File: config.mk
export PLATFORM = sky130hd
export DESIGN_NAME = iol_soft_gearbox
export DESIGN_NICKNAME = d
export VERILOG_FILES = /design/src/rtl/iol_soft_gearbox.sv
export SDC_FILE = /design/constraint.sdc
export NUM_CORES = 1
export LEC_CHECK = 0
export ABC_AREA = 1
export BUFFER_PORTS_ARGS = -buffer_cell sky130_fd_sc_hd__buf_2
export CAP_MARGIN = 20
export CORE_UTILIZATION = 62
export DETAILED_ROUTE_END_ITERATION = 10
export PLACE_DENSITY = 0.84
export SLEW_MARGIN = 20
export SYNTH_ARGS = -nofsm -noshare
export SYNTH_HDL_FRONTEND = slang
export SYNTH_SLANG_ARGS = --single-unit
File: constraint.sdc
create_clock -name ignore_clk -period 3.6 [get_ports ignore_clk]
set_input_delay 0.36 -clock ignore_clk [delete_from_list [all_inputs] [get_ports ignore_clk]]
set_output_delay 0.36 -clock ignore_clk [all_outputs]
set_load 0.005 [all_outputs]
File: src/rtl/iol_soft_gearbox.sv
// iol_soft_gearbox
//   Multi-channel soft I/O gearbox running on a single fabric clock.
//   TX side: accepts one GEAR-bit word per channel and streams it out
//   LSB first on ser_q, with per-channel tristate taken from tx_oe.
//   RX side: registers each serial input, shifts it into a GEAR-bit word
//   (oldest bit at bit 0) and strobes rx_valid per channel on every word
//   boundary. A per-channel training FSM compares each word with the
//   training pattern and bit-slips the boundary until it sees LOCK_COUNT
//   consecutive matches.
//
// Ports
//   ignore_clk    in   sole clock, rising edge
//   ignore_rst_n  in   synchronous active-low reset
//   tx_data       in   CHANNELS*GEAR, channel c at [c*GEAR +: GEAR]
//   tx_oe         in   CHANNELS output enables, captured with tx_data
//   tx_valid      in   tx_data/tx_oe valid
//   tx_ready      out  word can be accepted this cycle (combinational)
//   ser_q         out  CHANNELS serial data to pins
//   ser_t         out  CHANNELS tristate controls, 1 = high-Z
//   ser_d         in   CHANNELS serial data from pins
//   rx_data       out  CHANNELS*GEAR deserialised words
//   rx_valid      out  CHANNELS word strobes
//   train_en      in   enables the training FSMs
//   rx_locked     out  CHANNELS alignment lock flags
module iol_soft_gearbox #(
  parameter int         CHANNELS      = 4,
  parameter int         GEAR          = 4,
  parameter logic [7:0] TRAIN_PATTERN = 8'hB4,
  parameter int         LOCK_COUNT    = 8
) (
  input  logic                       ignore_clk,
  input  logic                       ignore_rst_n,
  input  logic [CHANNELS*GEAR-1:0]   tx_data,
  input  logic [CHANNELS-1:0]        tx_oe,
  input  logic                       tx_valid,
  output logic                       tx_ready,
  output logic [CHANNELS-1:0]        ser_q,
  output logic [CHANNELS-1:0]        ser_t,
  input  logic [CHANNELS-1:0]        ser_d,
  output logic [CHANNELS*GEAR-1:0]   rx_data,
  output logic [CHANNELS-1:0]        rx_valid,
  input  logic                       train_en,
  output logic [CHANNELS-1:0]        rx_locked
);

  localparam int              PW          = $clog2(GEAR);
  localparam logic [PW-1:0]   LAST_PHASE  = PW'(GEAR - 1);
  localparam logic [GEAR-1:0] PATTERN     = TRAIN_PATTERN[GEAR-1:0];
  localparam logic [7:0]      LOCK_TARGET = 8'(LOCK_COUNT);

  typedef enum logic [1:0] {
    HUNT,
    CHECK,
    LOCKED
  } train_state_t;

  // ---------------------------------------------------------------------
  // TX path
  // ---------------------------------------------------------------------
  logic                     tx_busy;
  logic [PW-1:0]            tx_phase;
  logic [CHANNELS*GEAR-1:0] tx_shift;
  logic [CHANNELS-1:0]      tx_oe_hold;
  logic                     tx_take;

  // A new word may be loaded while the last bit of the current one is
  // being launched, which keeps back-to-back words gapless.
  assign tx_ready = ~tx_busy | (tx_phase == LAST_PHASE);
  assign tx_take  = tx_valid & tx_ready;

  // ser_q/ser_t are registered one edge behind the shifter: bit k of a
  // word loaded at edge N is launched at edge N+1+k. An empty shifter
  // drives zero and releases the pins to high-Z.
  always_ff @(posedge ignore_clk) begin
    if (!ignore_rst_n) begin
      tx_busy    <= 1'b0;
      tx_phase   <= '0;
      tx_shift   <= '0;
      tx_oe_hold <= '0;
      ser_q      <= '0;
      ser_t      <= '1;
    end else begin
      for (int c = 0; c < CHANNELS; c++) begin
        ser_q[c] <= tx_busy & tx_shift[c*GEAR];
        ser_t[c] <= ~(tx_busy & tx_oe_hold[c]);
      end
      if (tx_take) begin
        tx_shift   <= tx_data;
        tx_oe_hold <= tx_oe;
        tx_busy    <= 1'b1;
        tx_phase   <= '0;
      end else if (tx_busy) begin
        for (int c = 0; c < CHANNELS; c++) begin
          tx_shift[c*GEAR +: GEAR] <= {1'b0, tx_shift[c*GEAR+1 +: GEAR-1]};
        end
        if (tx_phase == LAST_PHASE) begin
          tx_busy  <= 1'b0;
          tx_phase <= '0;
        end else begin
          tx_phase <= tx_phase + PW'(1);
        end
      end
    end
  end

  // ---------------------------------------------------------------------
  // RX path and training
  // ---------------------------------------------------------------------
  logic [CHANNELS-1:0]      d_reg;
  logic [CHANNELS*GEAR-1:0] rx_shift;
  logic [CHANNELS*GEAR-1:0] shift_next;
  logic [PW-1:0]            rx_phase  [CHANNELS];
  logic [7:0]               lock_cnt  [CHANNELS];
  train_state_t             state     [CHANNELS];
  logic [CHANNELS-1:0]      match;
  logic [CHANNELS-1:0]      slip_now;

  // New bits enter at the MSB so that after GEAR shifts the oldest bit
  // sits at bit 0. A slip is decided in the rx_valid cycle and takes
  // effect on the same edge by holding that channel's phase counter.
  always_comb begin
    shift_next = '0;
    match      = '0;
    slip_now   = '0;
    for (int c = 0; c < CHANNELS; c++) begin
      shift_next[c*GEAR +: GEAR] = {d_reg[c], rx_shift[c*GEAR+1 +: GEAR-1]};
      match[c]    = (rx_data[c*GEAR +: GEAR] == PATTERN);
      slip_now[c] = rx_valid[c] & train_en & ~match[c];
    end
  end

  // Deserialiser, word strobe and per-channel training FSM. Every
  // mismatch seen while training, in any state, costs one bit slip and
  // sends the channel back to HUNT; lock_cnt saturates at LOCK_COUNT.
  always_ff @(posedge ignore_clk) begin
    if (!ignore_rst_n) begin
      d_reg     <= '0;
      rx_shift  <= '0;
      rx_data   <= '0;
      rx_valid  <= '0;
      rx_locked <= '0;
      for (int c = 0; c < CHANNELS; c++) begin
        rx_phase[c] <= '0;
        lock_cnt[c] <= '0;
        state[c]    <= HUNT;
      end
    end else begin
      d_reg    <= ser_d;
      rx_shift <= shift_next;
      for (int c = 0; c < CHANNELS; c++) begin
        if (rx_phase[c] == LAST_PHASE) begin
          rx_phase[c]              <= '0;
          rx_data[c*GEAR +: GEAR]  <= shift_next[c*GEAR +: GEAR];
          rx_valid[c]              <= 1'b1;
        end else begin
          rx_valid[c] <= 1'b0;
          if (!slip_now[c]) begin
            rx_phase[c] <= rx_phase[c] + PW'(1);
          end
        end

        if (rx_valid[c] && train_en) begin
          case (state[c])
            HUNT: begin
              if (match[c]) begin
                lock_cnt[c] <= 8'd1;
                if (LOCK_TARGET <= 8'd1) begin
                  state[c]     <= LOCKED;
                  rx_locked[c] <= 1'b1;
                end else begin
                  state[c] <= CHECK;
                end
              end
            end
            CHECK: begin
              if (match[c]) begin
                if (lock_cnt[c] + 8'd1 >= LOCK_TARGET) begin
                  lock_cnt[c]  <= LOCK_TARGET;
                  state[c]     <= LOCKED;
                  rx_locked[c] <= 1'b1;
                end else begin
                  lock_cnt[c] <= lock_cnt[c] + 8'd1;
                end
              end else begin
                lock_cnt[c] <= '0;
                state[c]    <= HUNT;
              end
            end
            LOCKED: begin
              if (!match[c]) begin
                lock_cnt[c]  <= '0;
                state[c]     <= HUNT;
                rx_locked[c] <= 1'b0;
              end
            end
            default: begin
              lock_cnt[c]  <= '0;
              state[c]     <= HUNT;
              rx_locked[c] <= 1'b0;
            end
          endcase
        end
      end
    end
  end

endmodule

==> results.ini <==
[grt]
overflow=0
grt_pass1_vias=4231
grt_pass1_wl_um=18700
grt_antenna_before_repair=0
grt_start_max_net_pins=32
track_usage_pct=27.9

[place]
dp_hpwl_um=7550
routabilityCongestion=0.798
port_buffers=60
post-place-ws_ns=1.29

[route]
via_per_inst=5.26
firstDrtPassIters=5
num_vias=4445
drc=0
drt.antenna.violating_nets=0
routed_wl_um=11300
wire_per_inst_um=13.4
dr.first_iter.drc_count=224

[clocking]
cts-root-buf=clkbuf_8
clkLatencyLatePin_ns=0.51
cts_tree=built
post_cts_buffers=0
path_clk_slew_ns=0.05
numCtsBuffers=17
hold_buffers=0
numClockSinks=119
cts_resized=0
htree_num_levels=4
clk_path_buf_depth=2

[floorplan]
rows=33
initial_utilization_pct=64.2
die_area_um2=8880
die_w_um=94.2
core_um2=8220
chipHeight_um=94.2
boundaryPins=61

[timing]
setup_viol_count_final=0
clock_skew_ns=0.00671
layout_setup_ws_ns=1.42
worst_pin_slew_ns=0.683
finalHoldViolations=0
setup_tns_ns=0
max-slew-margin-rel_pct=54.4
min_period_ns=2.18
fin_crit_sh_pct=60.4
rsz0062_at_grt=false
drv_slew=0
fmax_mhz=460

[power]
vdd_ir_drop_max_mv=0.383
p_leak_nw=3.18
p_per_area_nw_per_um2=544
power_w=0.00343

[finish]
drive_gt1_share_pct=14.6
fin_util_pct=76.8
syn_to_final_growth_pct=19.6
largestRegisters=lock_cnt x32, rx_data x16, tx_shift x16
largest-register=lock_cnt
fin_nets=765
antenna_cells=0
largest_reg_flops=32

[min_path]
holdCritPathClass=primary input to flip-flop

[synthesis]
synth-seq-cells=119
synth-main-ff-cell=dfxtp_1
syn_area_um2=5270
yosysSeqAreaShare_pct=54.3
synth_area_leader_cell=edfxtp_1
synth_top_area_share_pct=27.3
ys_top_cells_by_area=edfxtp_1, dfxtp_1, nand2_1
synth_edf_count=48
synth_warnings=0
ys_async_sr_fraction_pct=0
syn_avg_cell_area_um2=8.20
synthCells=643
synth.distinct_cells=36

[critical_path]
crit_required_ns=3.73
r2r_slack_ns=1.42
crit_path_end_kind=flip-flop
arrival_ns=2.31
crit_path_max_fanout=8
critical_path_class=flip-flop to flip-flop
worstSetupStartpointType=flip-flop

[run]
cap_violations=0

[run_status]
outcome=complete, no violations

cell families after synthesis:
kind of cell | Yosys count | share of synthesized area (%)
simple gates | 309 | 25.3
buf+inv | 135 | 9.82
flops | 119 | 54.3
compound gates | 63 | 7.10
fa+ha+maj | 10 | 2.37
xor+xnor | 6 | 0.997
other cells | 1 | 0.0711
layout by cell type (no fill, tap or decap), types with 2 or more instances in the layout:
cell type    n
edfxtp_1    48
clkbuf_8     5
clkbuf_16   18
conb_1      16
o21bai_1     2
a21oi_1     14
nand2_2      4
nor2_2       4
buf_4        2
nand2_1    159
inv_1      117
nand3_1     37
nor3_1       5
xnor2_1      3
o211ai_1    14
ha_1        10
dfxtp_1     71
o21ai_1      2
xor2_1       3
a22o_1       2
nor2_1      76
clkbuf_1     2
clkinv_2     5
nand3b_1     6
inv_2        5
buf_2       60
nor4_4       2
nand4_1     13
o21ai_0     24
worst paths after layout:
path                                     start                      endpoint  depth (start not counted)
hold / removal                        ser_d[3]           d_reg[3]$_SDFF_PN0_                          3
hold reg to reg     tx_oe_hold[1]$_SDFFE_PN0P_           ser_t[1]$_SDFF_PN1_                          1
setup / recovery  lock_cnt[2][0]$_SDFFCE_PP0P_  lock_cnt[2][6]$_SDFFCE_PP0P_                          9
setup reg to reg  lock_cnt[2][0]$_SDFFCE_PP0P_  lock_cnt[2][6]$_SDFFCE_PP0P_                          9
cells in the mapped netlist, types with 2 or more instances:
master	number
a21oi_1	14
a22o_1	2
buf_1	3
buf_2	3
buf_4	2
clkbuf_1	4
dfxtp_1	71
edfxtp_1	48
ha_1	10
inv_1	117
inv_2	5
nand2_1	159
nand2_2	4
nand3_1	37
nand3b_1	6
nand4_1	13
nor2_1	76
nor2_2	4
nor3_1	5
nor4_4	2
o211ai_1	14
o21ai_0	24
o21ai_1	2
o21bai_1	2
xnor2_1	3
xor2_1	3
metrics by stage:
stage | cell area (µm²) | instances | hold WS [ns]
after detailed placement | 5720 | 813 | 0.376
after global routing | 6310 | 845 | 0.0352
after global placement | 5720 | 813 | 0.373
final | 6310 | 845 | 0.0354
after CTS | 6310 | 845 | 0.0263
after floorplan | 5330 | 658 | 0.362
report_power, final:
group	internal [W]	total [W]	switching, W
clock network	0.00106	0.00163	0.000562
logic	0.0000921	0.000260	0.000168
registers	0.00149	0.00155	0.0000528
total	0.00265	0.00343	0.000783
routing by layer:
| metal | up-vias | track usage [%] | routed length, µm |
|---|---|---|---|
| li1 | 2203 | - | - |
| met1 | 2065 | 32.3 | 4810 |
| met2 | 147 | 47.9 | 5610 |
| met3 | 30 | 6.63 | 609 |
| met4 | 0 | 13.6 | 262 |
| met5 | - | 0 | 0 |
area by class of cell:
| type | instances | area (µm²) |
|---|---|---|
| fillers | 535 | 1910 |
| flip-flops and latches | 119 | 2860 |
| well taps | 105 | 131 |
| clock buffers | 25 | 527 |
| repair buffers | 62 | 315 |
| multi-input cells | 404 | 1950 |
| inverters | 123 | 462 |
| clock inverters | 7 | 62.6 |
critical path, cell delays in order, from the launching register on:
cell      delay (ns)
edfxtp_1        0.45
ha_1            0.28
nand3_1         0.10
nand2_1         0.08
nand2_1         0.09
nand3_1         0.09
nor2_2          0.13
nand2_2         0.09
nand2_2         0.11
nand4_1         0.37
No activity file was read; power rests on OpenSTA's default activity.
